File: src/rtl/ipsxb_fft_peak_detect_if.sv
// FFT output stream bundle (valid/data/last/user, no backpressure) feeding the peak detector.
interface ipsxb_fft_peak_detect_if #(
   parameter int unsigned DATA_WIDTH = 16,
   parameter int unsigned USER_WIDTH = 16
);
   logic                      tvalid;
   logic [2*DATA_WIDTH-1:0]   tdata;
   logic                      tlast;
   logic [USER_WIDTH-1:0]     tuser;

   modport master (output tvalid, tdata, tlast, tuser);
   modport slave  (input  tvalid, tdata, tlast, tuser);
endinterface

File: src/rtl/ipsxb_fft_peak_detect.sv
// Per-frame |X[k]|^2 peak finder with frame-length monitor on the FFT output stream.
// Optional per-frame energy output enabled by defining FFT_PEAK_ENERGY_EN.
module ipsxb_fft_peak_detect #(
   parameter int unsigned LOGS_FFT_LEN  = 10,
   parameter int unsigned DATA_WIDTH    = 16,
   parameter int unsigned USER_WIDTH    = 16,
   parameter int unsigned HALF_SPECTRUM = 1,
   parameter int unsigned SKIP_DC       = 1
) (
   input  logic                        i_aclk,
   input  logic                        i_arst,
   input  logic                        i_aclken,
   ipsxb_fft_peak_detect_if.slave      i_axi4s_data,
   output logic                        o_peak_valid,
   output logic [LOGS_FFT_LEN-1:0]     o_peak_index,
   output logic [2*DATA_WIDTH-1:0]     o_peak_mag,
   output logic [4:0]                  o_peak_blk_exp,
   output logic                        o_frame_err,
   output logic [15:0]                 o_frame_cnt
`ifdef FFT_PEAK_ENERGY_EN
   ,
   output logic [2*DATA_WIDTH+LOGS_FFT_LEN-1:0] o_frame_energy
`endif
);

   localparam int unsigned N  = 1 << LOGS_FFT_LEN;
   localparam int unsigned PW = 2 * DATA_WIDTH;
   localparam int unsigned CW = LOGS_FFT_LEN + 1;
   localparam int unsigned LW = LOGS_FFT_LEN;
   localparam logic [CW-1:0] LAST_CNT = CW'(N - 1);
   localparam logic [CW-1:0] FULL_CNT = CW'(N);

   logic [LW-1:0]  in_idx;
   logic [4:0]     in_exp;
   logic           in_cand;
   logic           len_err;
   logic           unused_tuser;

   logic [CW-1:0]  beat_cnt;

   logic                          s1_vld, s1_last, s1_cand, s1_err;
   logic signed [DATA_WIDTH-1:0]  s1_re, s1_im;
   logic [LW-1:0]                 s1_idx;
   logic [4:0]                    s1_exp;

   logic                          s2_vld, s2_last, s2_cand, s2_err;
   logic signed [PW-1:0]          s2_rr, s2_ii;
   logic [LW-1:0]                 s2_idx;
   logic [4:0]                    s2_exp;

   logic                          s3_vld, s3_last, s3_cand, s3_err;
   logic [PW-1:0]                 s3_mag;
   logic [LW-1:0]                 s3_idx;
   logic [4:0]                    s3_exp;

   logic                          have_max;
   logic [PW-1:0]                 max_mag;
   logic [LW-1:0]                 max_idx;
   logic                          take;
   logic [PW-1:0]                 nxt_mag;
   logic [LW-1:0]                 nxt_idx;

   assign in_idx       = i_axi4s_data.tuser[LW-1:0];
   assign in_exp       = i_axi4s_data.tuser[LW+4:LW];
   assign unused_tuser = ^i_axi4s_data.tuser;

   // Candidate mask from the bin index carried in tuser
   always_comb begin
      in_cand = 1'b1;
      if ((HALF_SPECTRUM != 0) && in_idx[LW-1]) in_cand = 1'b0;
      if ((SKIP_DC != 0) && (in_idx == '0))     in_cand = 1'b0;
   end

   // Early tlast, or the N-th beat arriving without tlast
   always_comb begin
      len_err = 1'b0;
      if (i_axi4s_data.tlast) len_err = (beat_cnt != LAST_CNT);
      else                    len_err = (beat_cnt == LAST_CNT);
   end

   // S1: capture accepted beat and track frame length
   always_ff @(posedge i_aclk or posedge i_arst) begin
      if (i_arst) begin
         beat_cnt <= '0;
         s1_vld   <= 1'b0;
         s1_last  <= 1'b0;
         s1_cand  <= 1'b0;
         s1_err   <= 1'b0;
         s1_re    <= '0;
         s1_im    <= '0;
         s1_idx   <= '0;
         s1_exp   <= '0;
      end else if (i_aclken) begin
         s1_vld <= i_axi4s_data.tvalid;
         if (i_axi4s_data.tvalid) begin
            s1_re   <= i_axi4s_data.tdata[DATA_WIDTH-1:0];
            s1_im   <= i_axi4s_data.tdata[PW-1:DATA_WIDTH];
            s1_idx  <= in_idx;
            s1_exp  <= in_exp;
            s1_last <= i_axi4s_data.tlast;
            s1_cand <= in_cand;
            s1_err  <= len_err;
            if (i_axi4s_data.tlast)       beat_cnt <= '0;
            else if (beat_cnt != FULL_CNT) beat_cnt <= beat_cnt + CW'(1);
         end
      end
   end

   // S2: squares; S3: magnitude (2^(2W-1) worst case fits unsigned PW bits)
   always_ff @(posedge i_aclk or posedge i_arst) begin
      if (i_arst) begin
         s2_vld  <= 1'b0;
         s2_last <= 1'b0;
         s2_cand <= 1'b0;
         s2_err  <= 1'b0;
         s2_rr   <= '0;
         s2_ii   <= '0;
         s2_idx  <= '0;
         s2_exp  <= '0;
         s3_vld  <= 1'b0;
         s3_last <= 1'b0;
         s3_cand <= 1'b0;
         s3_err  <= 1'b0;
         s3_mag  <= '0;
         s3_idx  <= '0;
         s3_exp  <= '0;
      end else if (i_aclken) begin
         s2_vld  <= s1_vld;
         s2_last <= s1_last;
         s2_cand <= s1_cand;
         s2_err  <= s1_err;
         s2_rr   <= PW'(s1_re) * PW'(s1_re);
         s2_ii   <= PW'(s1_im) * PW'(s1_im);
         s2_idx  <= s1_idx;
         s2_exp  <= s1_exp;
         s3_vld  <= s2_vld;
         s3_last <= s2_last;
         s3_cand <= s2_cand;
         s3_err  <= s2_err;
         s3_mag  <= $unsigned(s2_rr) + $unsigned(s2_ii);
         s3_idx  <= s2_idx;
         s3_exp  <= s2_exp;
      end
   end

   // Strict compare keeps the earliest arrival on ties; first candidate always loads
   always_comb begin
      take    = s3_vld & s3_cand & (~have_max | (s3_mag > max_mag));
      nxt_mag = take ? s3_mag : max_mag;
      nxt_idx = take ? s3_idx : max_idx;
   end

   // S4: running max and frame close
   always_ff @(posedge i_aclk or posedge i_arst) begin
      if (i_arst) begin
         have_max       <= 1'b0;
         max_mag        <= '0;
         max_idx        <= '0;
         o_peak_valid   <= 1'b0;
         o_peak_index   <= '0;
         o_peak_mag     <= '0;
         o_peak_blk_exp <= '0;
         o_frame_err    <= 1'b0;
         o_frame_cnt    <= '0;
      end else if (i_aclken) begin
         o_peak_valid <= 1'b0;
         o_frame_err  <= 1'b0;
         if (s3_vld) begin
            o_frame_err <= s3_err;
            if (s3_last) begin
               o_peak_valid   <= 1'b1;
               o_peak_index   <= nxt_idx;
               o_peak_mag     <= nxt_mag;
               o_peak_blk_exp <= s3_exp;
               o_frame_cnt    <= o_frame_cnt + 16'd1;
               have_max       <= 1'b0;
               max_mag        <= '0;
               max_idx        <= '0;
            end else if (take) begin
               have_max <= 1'b1;
               max_mag  <= s3_mag;
               max_idx  <= s3_idx;
            end
         end
      end
   end

`ifdef FFT_PEAK_ENERGY_EN
   localparam int unsigned EW = PW + LOGS_FFT_LEN;
   logic [EW-1:0] energy_acc;

   // Unmasked energy over every beat of the frame
   always_ff @(posedge i_aclk or posedge i_arst) begin
      if (i_arst) begin
         energy_acc     <= '0;
         o_frame_energy <= '0;
      end else if (i_aclken && s3_vld) begin
         if (s3_last) begin
            o_frame_energy <= energy_acc + EW'(s3_mag);
            energy_acc     <= '0;
         end else begin
            energy_acc <= energy_acc + EW'(s3_mag);
         end
      end
   end
`endif

endmodule

File: src/flat_wrapper.sv
// flat-port wrapper written by rule: the top's interface ports become plain ports
module ipsxb_fft_peak_detect_flat 
#(
   parameter int unsigned LOGS_FFT_LEN  = 10,
   parameter int unsigned DATA_WIDTH    = 16,
   parameter int unsigned USER_WIDTH    = 16,
   parameter int unsigned HALF_SPECTRUM = 1,
   parameter int unsigned SKIP_DC       = 1
)
  (i_aclk, i_arst, i_aclken, o_peak_valid, o_peak_index, o_peak_mag, o_peak_blk_exp, o_frame_err, o_frame_cnt, i_axi4s_data_tvalid, i_axi4s_data_tdata, i_axi4s_data_tlast, i_axi4s_data_tuser);
  ipsxb_fft_peak_detect_if #(.DATA_WIDTH(DATA_WIDTH), .USER_WIDTH(USER_WIDTH)) i_axi4s_data_i ();
  input  logic i_aclk;
  input  logic i_arst;
  input  logic i_aclken;
  output logic o_peak_valid;
  output logic [LOGS_FFT_LEN-1:0] o_peak_index;
  output logic [2*DATA_WIDTH-1:0] o_peak_mag;
  output logic [4:0] o_peak_blk_exp;
  output logic o_frame_err;
  output logic [15:0] o_frame_cnt;
  input wire logic [$bits(i_axi4s_data_i.tvalid)-1:0] i_axi4s_data_tvalid;
  input wire logic [$bits(i_axi4s_data_i.tdata)-1:0] i_axi4s_data_tdata;
  input wire logic [$bits(i_axi4s_data_i.tlast)-1:0] i_axi4s_data_tlast;
  input wire logic [$bits(i_axi4s_data_i.tuser)-1:0] i_axi4s_data_tuser;
  assign i_axi4s_data_i.tvalid = i_axi4s_data_tvalid;
  assign i_axi4s_data_i.tdata = i_axi4s_data_tdata;
  assign i_axi4s_data_i.tlast = i_axi4s_data_tlast;
  assign i_axi4s_data_i.tuser = i_axi4s_data_tuser;
  ipsxb_fft_peak_detect #(.LOGS_FFT_LEN(LOGS_FFT_LEN), .DATA_WIDTH(DATA_WIDTH), .USER_WIDTH(USER_WIDTH), .HALF_SPECTRUM(HALF_SPECTRUM), .SKIP_DC(SKIP_DC)) u_core (.i_aclk(i_aclk), .i_arst(i_arst), .i_aclken(i_aclken), .i_axi4s_data(i_axi4s_data_i), .o_peak_valid(o_peak_valid), .o_peak_index(o_peak_index), .o_peak_mag(o_peak_mag), .o_peak_blk_exp(o_peak_blk_exp), .o_frame_err(o_frame_err), .o_frame_cnt(o_frame_cnt));
endmodule
File: config.mk
export PLATFORM = sky130hd
export DESIGN_NAME = ipsxb_fft_peak_detect_flat
export DESIGN_NICKNAME = d
export VERILOG_FILES = /design/src/rtl/ipsxb_fft_peak_detect_if.sv /design/src/rtl/ipsxb_fft_peak_detect.sv /design/src/flat_wrapper.sv
export SDC_FILE = /design/constraint.sdc
export NUM_CORES = 2
export LEC_CHECK = 0
export ABC_AREA = 0
export CAP_MARGIN = 20
export CORE_AREA = 2 2 277 279
export DETAILED_ROUTE_END_ITERATION = 16
export DIE_AREA = 0 0 279 281
export REMOVE_ABC_BUFFERS = 1
export SETUP_SLACK_MARGIN = 0.1
export SLEW_MARGIN = 20
export SYNTH_ARGS = -nofsm -noshare
export SYNTH_HDL_FRONTEND = slang
export SYNTH_SLANG_ARGS = --single-unit
File: constraint.sdc
create_clock -name i_aclk -period 10.15 [get_ports i_aclk]
set_input_delay 2.5375 -clock i_aclk [delete_from_list [all_inputs] [get_ports i_aclk]]
set_output_delay 2.5375 -clock i_aclk [all_outputs]
set_load 0.02 [all_outputs]
==> results.cfg <==
[layout]
diodes = 0
fin_area_sq_um = 34900
area_growth_pct = 11.0
layout_common_cells = inv_1 (680), fa_1 (466), dfrtp_1 (302)
drive_gt1_share_pct = 7.92
final_common_cell = inv_1
nNetsFinal = 3929

[sta]
hold_slack_ns = 0.466
fin_ws_ns = 2.95
hold_viol_final = 0
period_minus_slack_ns = 7.20
max_freq_ghz = 0.139
max_slew_margin_pct = 34.3
setup_viol = 0
finalMaxSlewViolations = 0
period_share_pct = 71.0
finClkSkew_ns = 0.0356
worstMarginPinSlew_ns = 0.985
grt_setup_unrepaired = no

[detailed_routing]
drtIter0Drc = 899
dr.pass1.iters = 8
wire_per_inst_um = 15.9
viasPerCell = 4.99
drtAntennaViolNets = 0
drc = 0
finalWirelength_mm = 66.3
vias = 20800

[synth]
synth_cell_type_count = 70
synth_ff_type = dfrtp_1
yosys-top-cells-area = fa_1 (30%), dfrtp_1 (24%), ha_1 (9.6%)
synth_edf_count = 0
syn_inst = 3100
ys_async_sr_fraction_pct = 100
ys_warn_count = 0
synth_top_area_cell = fa_1
ys_ff_latch = 302
synth_area_sq_um = 31400
yosysTopAreaCellShare_pct = 29.7
seq_area_frac_synth_pct = 24.0
synth.avg_cell_area_sq_um = 10.1

[grt]
grt_pass1_vias = 22400
antenna_found_initial = 0
overflow = 0
grt_pass1_wl_mm = 114
grt_usage_pct = 18.1
grt_max_degree = 132

[setup_path]
worstPathRequired_ns = 10.57
cp_top_family = adder cells
start_kind = register
cpMostUsedCell = fa_1
cp.arrival_ns = 7.63
slowest_delay_ns = 0.90
r2r_setup_slack_ns = 2.95
end_kind = register
cp_cell_sequence = inv_1 > nor2_1 > fa_1 > fa_1 > fa_1 > fa_1 > fa_1 > inv_1 > fa_1 > inv_1 > ha_1 > and2_1 > a221oi_1 > o211ai_1 > nand2_1 > o2111ai_1 > a21oi_1 > xnor2_1 > mux2_2
worstSetupPathDepth = 19
cpMaxStageDelayCell = fa_1
reg2reg_depth = 19
worst-path-max-fanout = 17
crit_buf_inv = 3
r2r_end = u_core.s2_ii[31]
crit_type = register to register
worst_r2r_startpoint = u_core.s1_im[15]

[outcome]
outcome = finished, final reports clean

[cts]
insertion_delay_ns = 0.55
clock-sinks = 302
postCtsSetupBuffers = 0
ctsRootBufferMaster = clkbuf_16
cts_buffers = 38
cts_max_path_buffers = 3
tritoncts = built
cts_max_level = 2
cts_hold_buf = 0
clk_pin_slew_ns = 0.06
cts_resized = 0

[place]
dp_hpwl_mm = 51.6
gp_congestion = 0.823
place_ws_ns = 2.92
placed_area_sq_um = 33600
port_buffers = 116

[die]
fp.dieH_um = 281
initial_core_util_pct = 41.7
die-area_sq_um = 78400
core_sq_um = 75400
fp.dieW_um = 279
num_io_pins = 118
rows = 101

[min_path]
whs_endpoint = u_core.o_peak_blk_exp[3]
hold_depth = 2
hold_class = register to register
min_from = u_core.s3_exp[3]

[run]
max_cap_viol_count = 0
==> logic make-up after synthesis <==
group	count (synthesis)	synth area share, %
mux	193	6.73
compound gates	385	8.12
fa+ha+maj	707	39.3
buf+inv	784	9.47
simple gates	606	8.96
flops	302	24.0
xor+xnor	123	3.43
==> layout make-up <==
type                            instances  area (sq um)
Sequential cell                       302          7560
Inverter                              682          2570
Fill cell                            7146         40500
Tap cell                              978          1220
Timing Repair Buffer                  131          1310
Multi-Input combinational cell       2014         20900
Clock buffer                           50          1090
Clock inverter                         16           233
==> synth_stat cells, drive strengths merged (4+ instances only) <==
library cell,count
nand3,27
o21ai,106
o31ai,6
and3,18
inv,681
and2,79
o211ai,5
a211oi,15
a31o,13
a22o,41
clkbuf,89
or2,4
xor2,28
a21o,43
nor2,117
o2bb2ai,5
nand2b,11
xnor2,95
fa,466
nor2b,22
nand4,21
a31oi,7
nor3,16
dfrtp,302
buf,13
a21oi,84
nand2,265
o21bai,10
nor4,5
nor3b,4
o21a,11
ha,241
or3,6
mux2i,45
and4,4
mux2,148
==> routing by layer <==
layer / up-vias / part of all wire (%) / GRT usage [%]
met4: 0 / 2.2 / 4.69
li1: 9902 / - / -
met5: - / 0 / 0
met3: 72 / 3.8 / 2.49
met2: 316 / 48 / 30.7
met1: 10500 / 46 / 24.4
==> worst max-delay path by stage <==
stage,slack (ns),from,end
3_5_place_dp,2.92,u_core.s1_im[15],u_core.s2_ii[31]
5_1_grt,2.43,u_core.s1_im[15],u_core.s2_ii[31]
2_1_floorplan,-0.73,i_arst,u_core.beat_cnt[0]
3_3_place_gp,3.00,u_core.s1_im[15],u_core.s2_ii[31]
4_1_cts,2.90,u_core.s1_im[15],u_core.s2_ii[31]
6_report,2.95,u_core.s1_im[15],u_core.s2_ii[31]
==> tightest hold or removal path, cell delays in order, from the launching register on <==
cell	delay, ns
dfrtp_1	0.34
nand2_1	0.05
nand2_1	0.05
==> per-stage QoR <==
step / utilization [%] / TNS (ns) / cells
finish: 46.3 / 0 / 4173
global route: 46.3 / 0 / 4173
CTS: 46.3 / 0 / 4172
detailed placement: 44.5 / 0 / 4106
global placement: 44.5 / 0 / 4106
floorplan: - / -221.50 / 2998
==> state kept, by name, indices dropped and copies added, names as in the netlist, 11 cells and up <==
name,count
u_core.max_mag,32
u_core.s3_mag,32
u_core.o_peak_mag,32
u_core.s1_re,16
u_core.beat_cnt,11
u_core.s2_rr,31
u_core.s2_ii,31
u_core.o_frame_cnt,16
u_core.s1_im,16
Power is not shown: default switching activity piles up to over one toggle a cycle in this logic, so the estimate is an artifact.
